$ cat config.mk
export PLATFORM = sky130hd
export DESIGN_NAME = temp_sensor_reader
export DESIGN_NICKNAME = d
export VERILOG_FILES = /design/src/rtl/temp_sensor_reader.sv
export SDC_FILE = /design/constraint.sdc
export NUM_CORES = 1
export LEC_CHECK = 0
export ABC_AREA = 1
export CAP_MARGIN = 40
export CORE_ASPECT_RATIO = 0.5
export CORE_MARGIN = 2
export CORE_UTILIZATION = 63
export DETAILED_ROUTE_END_ITERATION = 10
export GPL_TIMING_DRIVEN = 0
export PLACE_DENSITY = 0.8
export REMOVE_ABC_BUFFERS = 1
export SLEW_MARGIN = 30
export SYNTH_ARGS = -nofsm -noshare
export SYNTH_HDL_FRONTEND = slang
export SYNTH_SLANG_ARGS = --single-unit
$ cat constraint.sdc
create_clock -name OSC_50_B3B -period 2.17 [get_ports OSC_50_B3B]
set_input_delay 0.434 -clock OSC_50_B3B [delete_from_list [all_inputs] [get_ports OSC_50_B3B]]
set_output_delay 0.434 -clock OSC_50_B3B [all_outputs]
set_load 0.005 [all_outputs]
$ cat src/rtl/temp_sensor_reader.sv
// temp_sensor_reader: periodic 3-wire SPI temperature read with valid strobe and hysteretic fan request
// Ports: OSC_50_B3B/RESET_n clock and async active-low reset; start on-demand request;
//        TEMP_CS_n/TEMP_SCLK/TEMP_DIN/TEMP_DOUT sensor pins; temp_data/temp_valid last good reading;
//        frame_err rejected-frame pulse; busy transfer in progress; fan_on fan request.
module temp_sensor_reader #(
  parameter int CLK_DIV       = 25,
  parameter int SAMPLE_PERIOD = 50000000,
  parameter int FAN_ON_TEMP   = 1280,
  parameter int FAN_OFF_TEMP  = 1120
) (
  input  logic        OSC_50_B3B,
  input  logic        RESET_n,
  input  logic        start,
  input  logic        TEMP_DOUT,
  output logic        TEMP_CS_n,
  output logic        TEMP_SCLK,
  output logic        TEMP_DIN,
  output logic [13:0] temp_data,
  output logic        temp_valid,
  output logic        frame_err,
  output logic        busy,
  output logic        fan_on
);
  localparam int CW = $clog2(SAMPLE_PERIOD);
  localparam int DW = $clog2(CLK_DIV);
  localparam logic [CW-1:0] CNT_MAX = CW'(SAMPLE_PERIOD - 1);
  localparam logic [DW-1:0] DIV_MAX = DW'(CLK_DIV - 1);
  localparam logic signed [13:0] ON_T  = 14'(FAN_ON_TEMP);
  localparam logic signed [13:0] OFF_T = 14'(FAN_OFF_TEMP);
  localparam logic [2:0] IDLE = 3'd0, SETUP = 3'd1, SHIFT = 3'd2, HOLD = 3'd3, GAP = 3'd4, DONE = 3'd5;
  logic [2:0]    state;
  logic [CW-1:0] cnt;
  logic [DW-1:0] div;
  logic [3:0]    bit_idx;
  logic [15:0]   frame;
  logic          pending;
  logic          trig, go, last;
  logic signed [13:0] value;
  assign TEMP_DIN = 1'b0;
  assign trig  = start || cnt == '0;
  // IDLE accepts a trigger in the same cycle it arrives, so the first
  // transfer starts on the first clock after reset release
  assign go    = pending || trig;
  assign last  = div == DIV_MAX;
  assign value = frame[13:0];
  always_ff @(posedge OSC_50_B3B or negedge RESET_n) begin
    if (!RESET_n) begin
      state      <= IDLE;
      cnt        <= '0;
      div        <= '0;
      bit_idx    <= '0;
      frame      <= '0;
      pending    <= 1'b0;
      TEMP_CS_n  <= 1'b1;
      TEMP_SCLK  <= 1'b1;
      temp_data  <= '0;
      temp_valid <= 1'b0;
      frame_err  <= 1'b0;
      busy       <= 1'b0;
      fan_on     <= 1'b1;
    end else begin
      cnt        <= cnt == CNT_MAX ? '0 : cnt + 1'b1;
      // triggers outside IDLE merge into one request
      pending    <= state != IDLE && (pending || trig);
      temp_valid <= 1'b0;
      frame_err  <= 1'b0;
      div        <= last ? '0 : div + 1'b1;
      case (state)
        IDLE: begin
          div <= '0;
          if (go) begin
            state     <= SETUP;
            busy      <= 1'b1;
            TEMP_CS_n <= 1'b0;
          end
        end
        SETUP: if (last) begin
          state     <= SHIFT;
          bit_idx   <= 4'd15;
          TEMP_SCLK <= 1'b0;
        end
        SHIFT: if (last) begin
          if (!TEMP_SCLK) begin
            TEMP_SCLK <= 1'b1;
            frame     <= {frame[14:0], TEMP_DOUT};
          end else if (bit_idx == 4'd0) begin
            state <= HOLD;
          end else begin
            TEMP_SCLK <= 1'b0;
            bit_idx   <= bit_idx - 1'b1;
          end
        end
        HOLD: if (last) begin
          state     <= GAP;
          TEMP_CS_n <= 1'b1;
        end
        // publishing on the GAP exit makes the pulses coincide with the DONE cycle
        GAP: if (last) begin
          state <= DONE;
          if (frame[15:14] == 2'b00) begin
            temp_data  <= frame[13:0];
            temp_valid <= 1'b1;
            fan_on     <= value >= ON_T ? 1'b1 : value < OFF_T ? 1'b0 : fan_on;
          end else begin
            frame_err <= 1'b1;
          end
        end
        default: begin
          state <= IDLE;
          busy  <= 1'b0;
        end
      endcase
    end
  end
endmodule

==> impl_metrics.yaml, run 1 <==
outcome:
  status: "completed"
global_route:
  grt_busiest_layer: "met2"
  grt_pass1_wl_um: 13400
  grt_pass1_vias: 3069
  met1_usage_pct: 32.1
  track_usage_pct: 26.1
  grt_max_degree: 47
  met2_usage_pct: 44.4
  use_met3_pct: 8.96
  antenna_found_initial: 0
  globalRouteOverflowTotal: 0
timing:
  fin_ws_ns: 0.343
  whs_ns: 0.0955
  skew_ns: 0.00332
  fmax_ghz: 0.547
  worstMarginPinSlew_ns: 0.593
  rsz0062_at_grt: "false"
  finalSetupTns_ns: 0
  hold_viol: 0
  timing.slew.headroom_pct: 60.5
  fin_crit_sh_pct: 84.2
  fin_crit_ns: 1.83
  finalSetupViolCount: 0
  slew_violations: 0
synthesis:
  synth_cells: 454
  ys_seq_elements: 75
  yosys.area.top_type: "dfrtp_1"
  syn_area_per_cell_um2: 8.28
  ys.warnings.count: 0
  ys_seq_area_share_pct: 50.0
  ys_types: 34
  synthesis.area_mm2: 0.00376
  netlist.area_leader.share_pct: 47.9
  netlist_top_cells_area: "dfrtp_1, nand2_1, inv_1, nor2_1, xor2_1"
drt:
  first_iter_violations: 267
  ant_nets: 0
  wl_per_cell_um: 13.7
  routed_via_density: 5.43
  drc: 0
  vias: 3046
  drt_wl_total_um: 7680
  dr.pass1.iters: 5
clock_tree:
  htree_levels: 3
  cts_sinks: 75
  root_buffer: "clkbuf_16"
  clk_path_buf_depth: 2
  post_cts_buffers: 0
  clk_pin_slew_ns: 0.05
  clock_latency_ns: 0.33
  cts_tree: "done"
  cts_buffers: 9
  cts_resized: 0
  postCtsHoldBufs: 0
setup_path:
  path_cells: "clkdlybuf4s50_1"
  start_kind: "flop"
  path_delay_family: "flip-flops"
  worstSetupPathType: "reg -> out"
  slowest_delay_ns: 0.56
  cp_slowest_cell: "dfstp_2"
  endpoint_kind: "output port"
  arrival_ns: 1.39
  required_ns: 1.74
  cp_num_buf_inv: 1
  cp_max_fo: 3
placement:
  dp_slack_ns: 0.0301
  placed_area_mm2: 0.00404
  dp_cells: 544
  place.gp.congestion: 0.902
  dp_hpwl_um: 5350
  port_buffers: 23
job:
  drv_cap: 0
die:
  die_w_um: 113
  die-height_um: 58.6
  start_util_pct: 67.0
  core_mm2: 0.00561
  num_rows: 19
  io_pins: 25
  dieArea_mm2: 0.00664
layout:
  antennaDiodeCount: 0
  finalNetCount: 492
  fin_util_pct: 77.8
  n_fill_cell: 375
  area_delta_synth_final_pct: 16.1
  layout.cells.non_filler: 561
  drive_gt1_share_pct: 11.7
  design_area_mm2: 0.00437
power:
  p_total_mw: 3.01
  power_leakage_nw: 2.05
  ir_worst_vdd_uv: 596
  cellPowerDensity_mw_per_mm2: 689
worst_hold_path:
  hp-class: "in -> async"
## synth_stat cells (all sizes together)
library cell and instances:
or2 3, buf 7, inv 68, nand3 29, dfrtp 72, xnor2 2, nor4 1, nor3 11
ha 5, mux2 1, o21ai 34, nor2 69, a31oi 1, nand2 114, nand4 10, a21oi 6
dfstp 3, conb 1, xor2 17
## logic make-up (layout without fill, tap and decap cells)
| kind of cell | after synthesis | count (layout) | share of synthesized area [%] |
|---|---|---|---|
| multiplexers | 1 | 1 | 0.299 |
| other | 1 | 1 | 0.0997 |
| adder cells (fa/ha/maj) | 5 | 5 | 1.66 |
| AO/OA/AOI/OAI | 41 | 41 | 7.19 |
| AND/OR/NAND/NOR | 237 | 237 | 28.0 |
| flip-flops | 75 | 75 | 50.0 |
| buffers and inverters | 75 | 109 | 8.35 |
| XOR/XNOR | 19 | 19 | 4.43 |
## flip-flops by register name (all words and copies together), names as in the netlist, 3 cells and up
signal     count
cnt           26
bit_idx        4
state          3
temp_data     14
div            5
frame         16
## routing by layer
metal	up-vias	part of all wire, %	wire length [um]
li1	1472	-	-
met1	1442	45	3460
met2	104	46	3570
met3	28	6.2	480
met4	0	2.3	176
met5	-	0	0
## path summary, 6_finish.rpt
check | start | end | slack (ns) | cells past startpoint
max | fan_on | fan_on | 0.34 | 1
min | RESET_n | cnt[0] | 0.1 | 1
max reg2reg | div[0] | frame[15] | 0.37 | 7
min reg2reg | TEMP_CS_n | TEMP_CS_n | 0.46 | 2
max in group asynchronous | RESET_n | fan_on | 1.42 | 2
min in group OSC_50_B3B | TEMP_CS_n | TEMP_CS_n | 0.46 | 2
## final cells by class
class,count,area (um^2),share of cell area [%]
Clock inverter,4,75.1,1.72
Timing Repair Buffer,25,259,5.93
Multi-Input combinational cell,304,1570,35.9
Inverter,68,258,5.90
Tap cell,73,91.3,2.09
Sequential cell,75,1880,43.1
Clock buffer,12,236,5.42
## power breakdown
group          switching [mW]  leakage (nW)  internal [mW]
clock network           0.557         0.143           1.01
logic                  0.0293         0.924         0.0105
registers            0.000844         0.987           1.40
total                   0.588          2.05           2.42
## worst register-to-register path, cell delays in order, from the launching register on
cell and delay (ns):
dfrtp_1 0.40, inv_1 0.08, ha_1 0.16, nand2_1 0.09, nor2_2 0.23, nand2_1 0.22, buf_6 0.23, mux2_2 0.29
## cell usage in the layout (no fill, tap or decap), types with 3 or more instances in the layout
master,n
nand2_1,111
nand3_1,28
o21ai_0,19
nand2_2,3
nand4_1,10
clkbuf_1,3
o21ai_2,13
xor2_1,17
clkbuf_16,9
ha_1,5
dfstp_2,3
inv_1,65
clkdlybuf4s50_1,22
a21oi_1,4
nor2_2,5
nor3_1,7
nor2_4,3
dfrtp_1,72
nor2_1,61
nor3_2,3
Note: power is estimated with default switching activity, not from simulation.
==> inputs of run 2 (changes only) <==
--- a/config.mk
+++ b/config.mk
@@ -9,10 +9,10 @@
 export CAP_MARGIN = 40
 export CORE_ASPECT_RATIO = 0.5
 export CORE_MARGIN = 2
-export CORE_UTILIZATION = 63
+export CORE_UTILIZATION = 53
 export DETAILED_ROUTE_END_ITERATION = 10
 export GPL_TIMING_DRIVEN = 0
-export PLACE_DENSITY = 0.8
+export PLACE_DENSITY = 0.72
 export REMOVE_ABC_BUFFERS = 1
 export SLEW_MARGIN = 30
 export SYNTH_ARGS = -nofsm -noshare
==> constraint.sdc (replaced) <==
create_clock -name OSC_50_B3B -period 1.6 [get_ports OSC_50_B3B]
set_input_delay 0.32 -clock OSC_50_B3B [delete_from_list [all_inputs] [get_ports OSC_50_B3B]]
set_output_delay 0.32 -clock OSC_50_B3B [all_outputs]
set_load 0.005 [all_outputs]
==> impl_metrics.yaml, run 2 (synthesis gave the netlist of run 1 again) <==
power:
  p_int_mw: 3.01
  power_frac_comb_pct: 1.5
  p_total_mw: 3.86
  p_switching_mw: 0.850
  cellPowerDensity_mw_per_mm2: 786
  ir_worst_vdd_uv: 700
  swShare_pct: 22.0
  clock_power_share_pct: 49.3
  power_leakage_nw: 2.30
  seq_power_share_pct: 49.2
timing:
  worstMarginPinSlew_ns: 0.556
  fin_crit_sh_pct: 102
  finalSetupViolCount: 15
  whs_ns: 0.471
  hold_viol: 0
  fmax_ghz: 0.614
  skew_ns: 0.00902
  rsz0062_at_grt: "true"
  fin_ws_ns: -0.0300
  fin_crit_ns: 1.63
  timing.slew.headroom_pct: 62.9
  slew_violations: 0
die:
  core_mm2: 0.00678
  dieArea_mm2: 0.00782
  die_w_um: 123
  num_rows: 21
  io_pins: 25
  die-height_um: 63.6
  start_util_pct: 55.5
global_route:
  grt_pass1_vias: 3065
  grt_pass1_wl_um: 14500
  track_usage_pct: 24.5
  grt_max_degree: 44
  antenna_found_initial: 0
  globalRouteOverflowTotal: 0
layout:
  finalNetCount: 526
  largest_reg_flops: 26
  antennaDiodeCount: 0
  n_fill_cell: 510
  area_delta_synth_final_pct: 30.6
  drive_gt1_share_pct: 25.5
  final_cell_mix: "nand2_1, dfrtp_1, inv_1"
  top_register: "cnt"
  largestRegisters: "cnt (26), frame (16), temp_data (14)"
  final_common_cell: "nand2_1"
setup_path:
  cp-endpoint: "temp_data[8]"
  startpoint: "div[1]"
  start_kind: "flop"
  arrival_ns: 1.86
  reg2reg_to: "temp_data[8]"
  endpoint_kind: "flop"
  required_ns: 1.83
  ff2ff_setup_slack_ns: -0.03
  cp_max_fo: 7
  worstReg2RegStart: "div[1]"
  worst-r2r-cell-count: 9
  worstSetupPathType: "reg -> reg"
worst_hold_path:
  hp-class: "reg -> reg"
drt:
  routed_via_density: 5.18
  ant_nets: 0
  first_iter_violations: 202
  drt_wl_total_um: 8930
  drc: 0
  vias: 3178
  wl_per_cell_um: 14.5
  dr.pass1.iters: 4
clock_tree:
  root_buffer: "clkbuf_16"
  clk_pin_slew_ns: 0.06
  cts_buffers: 9
  cts_tree: "done"
  clock_latency_ns: 0.34
  clk_path_buf_depth: 2
  htree_levels: 3
  cts_sinks: 75
placement:
  port_buffers: 23
  place.gp.congestion: 0.916
  dp_hpwl_um: 5380
job:
  drv_cap: 0
outcome:
  violations: "setup timing"
  status: "finished with violations"
[run 2: how the worst min path moves through the flow]
stage                   start    endpoint  depth (start not counted)
detailed placement    RESET_n      cnt[6]                          1
floorplan             RESET_n  bit_idx[0]                          0
global route        TEMP_CS_n   TEMP_CS_n                          2
finish              TEMP_CS_n   TEMP_CS_n                          2
CTS                 TEMP_CS_n   TEMP_CS_n                          2
global placement    TEMP_CS_n   TEMP_CS_n                          2
[run 2: critical path, cell delays in order, from the launching register on]
cell and delay, ns:
dfrtp_1 0.41, inv_2 0.08, ha_4 0.13, nand4_1 0.22
nor3_4 0.25, buf_6 0.16, buf_6 0.12, inv_8 0.05
nand2_2 0.06, o21ai_2 0.05
[run 2: timing repair]
item,CTS,global route
gates cloned,2,1
gates resized for setup,43,40
hold endpoints to repair,41,0
setup buffers,13,17
endpoints found under the setup margin,49,62
pin swaps,5,13
hold buffers,1,0
[run 2: routing by layer]
metal,share of wire [%],vias up,routed length (um),track usage (%)
li1,-,1542,-,-
met1,46,1544,4120,32.7
met2,47,73,4200,37.8
met3,4.5,19,400,6.79
met4,2.3,0,207,10.2
met5,0,-,0,0
[run 2: per-stage QoR]
step / cell area (um^2) / setup TNS, ns / instances / setup WS (ns) / util [%]
after global placement: 4050 / -185.98 / 562 / -2.41 / 59.7
after detailed placement: 4080 / -5.13 / 564 / -0.187 / 60.2
final: 4910 / -0.231 / 614 / -0.0300 / 72.4
after floorplan: 3700 / -0.124 / 447 / -0.124 / -
after CTS: 4650 / -0.513 / 596 / -0.0417 / 68.5
after global routing: 4910 / -1.53 / 614 / -0.0991 / 72.4
[run 2: power by group through the flow]
stage	clock [mW]	sequential [mW]	combinational, mW
finish	1.90	1.90	0.0566
global route	2.03	1.90	0.0666
CTS	1.94	1.90	0.0606
detailed placement	0	1.93	0.0584
global placement	0	1.94	0.0527
floorplan	0	1.94	0.00382
[run 2: final cells by class]
cell class	instances	area (um^2)	share of cell area (%)
clock buffer	11	243	4.94
sequential	75	1890	38.4
clock inverter	5	38.8	0.790
multi-input combinational	305	1790	36.4
timing repair inverter	2	22.5	0.459
timing repair buffer	56	548	11.2
inverter	68	272	5.53
tap	92	115	2.34
